[src/rtl/sample_capture.sv]
// sample_capture: consumer end of the sampling_control handshake.
// Captures the DDS sample stream into an on-chip buffer with optional
// decimation, reports Ready/Busy back to the controller, and offers a
// synchronous random-access readback port.
module sample_capture #(
  parameter int DATA_WIDTH  = 12,
  parameter int ADDR_WIDTH  = 8,
  parameter int DECIM_WIDTH = 8
) (
  input  logic                   Fg_CLK,
  input  logic                   RESETn,
  input  logic                   Enable,
  input  logic                   Mode,
  input  logic [DATA_WIDTH-1:0]  Sample_i,
  input  logic                   Sample_valid_i,
  input  logic [DECIM_WIDTH-1:0] Decim_i,
  input  logic [ADDR_WIDTH-1:0]  Rd_addr_i,
  output logic [DATA_WIDTH-1:0]  Rd_data_o,
  output logic                   Ready,
  output logic                   Busy_o,
  output logic [ADDR_WIDTH-1:0]  Wr_ptr_o,
  output logic [ADDR_WIDTH:0]    Count_o
);

  localparam int DEPTH = 1 << ADDR_WIDTH;
  localparam logic [ADDR_WIDTH:0] FULL_COUNT = (ADDR_WIDTH + 1)'(DEPTH);

  typedef enum logic [1:0] {
    ST_IDLE,
    ST_CAPTURE,
    ST_DONE
  } state_t;

  state_t                 r_state;
  logic                   r_mode;
  logic [DECIM_WIDTH-1:0] r_decim;
  logic [DECIM_WIDTH-1:0] r_decim_cnt;
  logic [DATA_WIDTH-1:0]  r_mem [DEPTH];

  // A valid sample is kept only when the decimation phase has reached the
  // setting latched at capture start; live Mode/Decim_i are never used here.
  logic                   w_take;
  logic                   w_wr_en;
  logic [ADDR_WIDTH:0]    w_count_inc;
  logic                   w_fill_done;
  logic                   w_exit;

  assign w_take      = Sample_valid_i && (r_decim_cnt == r_decim);
  assign w_wr_en     = (r_state == ST_CAPTURE) && w_take;
  assign w_count_inc = (Count_o == FULL_COUNT) ? Count_o : Count_o + 1'b1;
  assign w_fill_done = !r_mode && w_wr_en && (w_count_inc == FULL_COUNT);
  assign w_exit      = !Enable || w_fill_done;

  // Capture control FSM; every handshake and status output is registered here.
  always_ff @(posedge Fg_CLK or negedge RESETn) begin
    if (!RESETn) begin
      r_state     <= ST_IDLE;
      r_mode      <= 1'b0;
      r_decim     <= '0;
      r_decim_cnt <= '0;
      Ready       <= 1'b0;
      Busy_o      <= 1'b0;
      Wr_ptr_o    <= '0;
      Count_o     <= '0;
    end else begin
      case (r_state)
        ST_IDLE: begin
          if (Enable) begin
            r_mode      <= Mode;
            r_decim     <= Decim_i;
            r_decim_cnt <= '0;
            Wr_ptr_o    <= '0;
            Count_o     <= '0;
            Ready       <= 1'b0;
            Busy_o      <= 1'b1;
            r_state     <= ST_CAPTURE;
          end else begin
            Ready  <= 1'b1;
            Busy_o <= 1'b0;
          end
        end

        ST_CAPTURE: begin
          if (Sample_valid_i) begin
            if (w_take) begin
              Wr_ptr_o    <= Wr_ptr_o + 1'b1;
              Count_o     <= w_count_inc;
              r_decim_cnt <= '0;
            end else begin
              r_decim_cnt <= r_decim_cnt + 1'b1;
            end
          end
          if (w_exit) begin
            Ready   <= 1'b1;
            Busy_o  <= 1'b0;
            r_state <= ST_DONE;
          end
        end

        ST_DONE: begin
          Ready  <= 1'b1;
          Busy_o <= 1'b0;
          if (!Enable) begin
            r_state <= ST_IDLE;
          end
        end

        default: begin
          Ready   <= 1'b0;
          Busy_o  <= 1'b0;
          r_state <= ST_IDLE;
        end
      endcase
    end
  end

  // Sample buffer write port; contents deliberately survive reset.
  always_ff @(posedge Fg_CLK) begin
    if (w_wr_en) begin
      r_mem[Wr_ptr_o] <= Sample_i;
    end
  end

  // Registered readback; a same-edge write to this address returns old data.
  always_ff @(posedge Fg_CLK or negedge RESETn) begin
    if (!RESETn) begin
      Rd_data_o <= '0;
    end else begin
      Rd_data_o <= r_mem[Rd_addr_i];
    end
  end

endmodule

[config.mk]
export PLATFORM = sky130hd
export DESIGN_NAME = sample_capture
export DESIGN_NICKNAME = d
export VERILOG_FILES = /design/src/rtl/sample_capture.sv
export SDC_FILE = /design/constraint.sdc
export NUM_CORES = 2
export LEC_CHECK = 0
export CAP_MARGIN = 20
export CELL_PAD_IN_SITES_DETAIL_PLACEMENT = 1
export CELL_PAD_IN_SITES_GLOBAL_PLACEMENT = 1
export CORE_MARGIN = 4
export CORE_UTILIZATION = 50
export CTS_CLUSTER_DIAMETER = 200
export DETAILED_ROUTE_END_ITERATION = 16
export PLACE_DENSITY = 0.79
export SLEW_MARGIN = 20
export SYNTH_ARGS = -nofsm -noshare
export SYNTH_HDL_FRONTEND = slang
export SYNTH_SLANG_ARGS = --single-unit
[constraint.sdc]
create_clock -name Fg_CLK -period 3.95 [get_ports Fg_CLK]
set_input_delay 0.9875 -clock Fg_CLK [delete_from_list [all_inputs] [get_ports Fg_CLK]]
set_output_delay 0.9875 -clock Fg_CLK [all_outputs]
set_load 0.05 [all_outputs]
==> run summary <==
The run finished with clean final reports. Counting instances in the post-synthesis netlist gives the leading cell types as sky130_fd_sc_hd__edfxtp_1, sky130_fd_sc_hd__mux4_2, sky130_fd_sc_hd__mux2i_1. The required time at the worst-slack endpoint is 4.76 ns. The clock sink count came out at between 3000 and 4000. The number of enable flip-flop cells after synthesis is 3072. Buffers placed on the I/O ports in this run total 63. The post-CTS setup buffer count is 0.

The synthesized design devotes to its leading area cell type 75.93% of total area. The synthesized netlist cell count came out at between 5000 and 6000. Summing the sequential cell areas from Yosys gives 76.96% of the chip area. In the detailed route, the total length drawn on met2 is 183400 µm. No sink is reached through more buffers than the 4 on the longest clock path. The count of different cell masters after synthesis came out at 80.

Setup repair after global routing left no endpoint under its margin. The peak supply drop is 535.6 µV. The slew at the pin with the worst max-slew slack came out at 1.150 ns. Using the TritonRoute via totals, the vias-per-cell ratio works out to slightly below 7. The final layout net count came out at 6653. The highest signal layer in the routed design is met5. The total area inside the core boundary comes to 0.2412 mm². The clock latency of the later-clocked register in the worst-skew pair is 0.98 ns. Of all flip-flops after synthesis, the portion carrying an async set or reset was 1.602%. The number of hold violations in the final report came out at 0. The number of hold buffers added after CTS came out at 0. The aggregate global routing overflow is 0.

The TritonCTS clock tree is built. The layout overhead on the synthesized area came out at 15.84%. Between clock sinks in the finished design, the worst skew comes to 0.06194 ns. The number of antenna violations at the first check in global routing is 22.

Setup violations remaining at the end of the flow were counted as 0. The number of nets with antenna violations after detailed routing is 0. The number of buffers created by CTS is between 300 and 400. Routability-driven placement finished with a final weighted congestion of 0.8943. The floorplan die width came out at approximately 500 µm. STA classifies the critical path endpoint as a flop.

Prior to clock tree synthesis, the placed netlist has a worst setup slack of -0.3334 ns. The critical path class is in2reg. The synthesized area divided by synthesized cell count came out at 20.76 µm². CTS placed an instance of sky130_fd_sc_hd__clkbuf_16 at the clock tree root. The post-synthesis net count is 5896. The worst path setup slack after routing came out at 0.3924 ns. The register bit count reported by yosys is 3122. The vertical extent of the die came out at 500.9 µm. The wire length of the first global-routing pass is 548100 µm. The number of slew-limit violations in the final report came to 0. The critical path startpoint category is an input port.

The worst hold path belongs to the class in2async. The via count of the first global-routing pass was 71512. The pin count of the biggest net entering global routing is 125. The number of levels in the clock H-tree is 5.

The portion of the clock cycle consumed by the worst path in the final layout came out at 90.07%. The post-detailed-routing wire length came out at ~380000 µm. The clock-pin slew on the worst setup and hold paths is roughly 0.070 ns.

Pin placement for this block handled 64 I/O pins. The final critical delay including setup and external delays came out at 3.558 ns. The DRC violation total after the first TritonRoute iteration came out at 10991. The total number of placement rows came out at 180. The biggest fanout along the worst timing path is 25. Once the floorplan was initialized, standard cells occupied 50.37% of the core. The total power density per cell area came out at roughly 500 mW/mm².

By area the synthesized netlist is led by sky130_fd_sc_hd__edfxtp_1, sky130_fd_sc_hd__mux4_2, sky130_fd_sc_hd__mux2i_1. The cell leakage power came out at 45.71 nW. Headroom to the max-slew limit came out at 22.65%. The synthesized netlist occupies a cell area of 0.1215 mm². The first-pass iteration count of the detailed router came out at 6. The length of routed wiring on met1 is 131100 µm. After detailed routing, the number of remaining DRC violations is 0. The fraction of layout instances using a drive strength above 1 came out at 26.77%. The total vias in the final route is 68943. Timing would allow up to 0.2811 GHz.

The number of synthesis warnings is 0. The die outline area came out at around 0.25 mm². The most used flip-flop cell after synthesis is sky130_fd_sc_hd__edfxtp_1. The detail-routed net length per standard cell came out at 38.36 µm. The overall power is about 70 mW. Summed over all instances, the cell type with the most area after synthesis is sky130_fd_sc_hd__edfxtp_1. The number of max-cap violations is 0. sky130_fd_sc_hd__edfxtp_1 is the most common cell in the netlist. The data arrival time at the worst-slack endpoint came out at about 4.4 ns. Global routing consumed, over all layers together, 30.72% of the routing resources. The count of instances resized after the clock tree is built is 0. The wire length on met3 is 46850 µm.

The half-perimeter wire length after placement is approximately 230000 µm.
[cell usage in the layout, fill, tap and decap left out, drive strengths merged, types with 7 or more instances in the layout]
master / count
clkinvlp: 12
o221ai: 98
dfrtp: 50
a211oi: 59
inv: 19
ha: 11
diode: 12
or3: 7
a21oi: 161
a2111oi: 7
nand2: 114
nor4: 26
and3: 14
nand2b: 12
nor3: 51
nand3: 21
nand4: 7
edfxtp: 3072
o22ai: 71
nor2: 316
o31ai: 24
o21ai: 55
nor2b: 22
mux2i: 347
a31oi: 21
clkinv: 115
a22o: 30
mux2: 29
a221oi: 22
clkdlybuf4s50: 44
a22oi: 122
mux4: 594
clkbuf: 400
and2: 11
xor2: 12
bufinv: 25
buf: 740
[power by group]
group | internal, mW | switching, mW
Sequential | 36.5 | 0.135
Clock | 16.8 | 12.8
Combinational | 1.51 | 2.86
[metrics by stage]
step,hold WS [ns],TNS (ns),instances,cell area (µm²),utilization [%]
4_1_cts,0.1208,0,10021,140700,58.33
3_5_place_dp,0.5122,-1.891,9471,130800,54.23
3_3_place_gp,0.5006,-0.9831,9470,130800,54.22
5_1_grt,0.1541,0,10023,140700,58.34
2_1_floorplan,0.4805,0,5852,121500,-
6_report,0.1162,0,10033,140700,58.35
[metal layers]
layer	GRT usage, %	up-vias
met2	48.68	5988
met1	39.87	35777
met4	15.71	10
met3	7.590	1182
li1	-	25986
met5	0	-
[final timing paths]
check	from	end	slack (ns)	depth (start not counted)
worst max-delay path	Rd_addr_i[1]	Rd_data_o[0]	0.39	10
worst min-delay path	RESETn	Count_o[1]	0.12	1
worst max register to register	r_decim_cnt[6]	r_mem[99][3]	0.49	9
worst min register to register	Busy_o	Busy_o	0.53	1
max in group asynchronous	RESETn	Rd_data_o[10]	3.18	1
min in group Fg_CLK	Sample_i[4]	r_mem[164][4]	0.43	1
[kinds of logic after synthesis]
kind of cell,after synthesis,share of synthesized area (%)
AND/OR/NAND/NOR,629,2.347
XOR/XNOR,18,0.1298
multiplexers,970,14.17
buffers and inverters,371,2.018
adder cells (fa/ha/maj),11,0.1133
AO/OA/AOI/OAI,731,4.266
flip-flops,3122,76.96
[flip-flops by register name, summed over array words and instances, names as in the netlist]
register,count
Busy_o,1
Count_o,9
Rd_data_o,12
r_decim,8
r_state,2
r_decim_cnt,8
r_mode,1
Wr_ptr_o,8
Ready,1
r_mem,3072
[layout make-up]
class                      count  area (µm²)
inverter                      15       58.81
timing repair buffer         790        7661
antenna                       12       30.03
clock buffer                 394        8476
sequential                  3122       93500
fill                       20345      100500
clock inverter               156        1416
tap                         3185        3985
multi-input combinational   2359       25610
[worst max-delay path: stages]
cell                       delay [ns]
sky130_fd_sc_hd__buf_8           0.32
sky130_fd_sc_hd__nand2b_4        0.27
sky130_fd_sc_hd__buf_12          0.26
sky130_fd_sc_hd__buf_4           0.25
sky130_fd_sc_hd__o221ai_1        0.29
sky130_fd_sc_hd__o221ai_1        0.18
sky130_fd_sc_hd__a21oi_1         0.63
sky130_fd_sc_hd__nor4_1          0.29
sky130_fd_sc_hd__buf_4           0.22
sky130_fd_sc_hd__nor4_1          0.56
No activity file was read; power rests on OpenSTA's default activity.
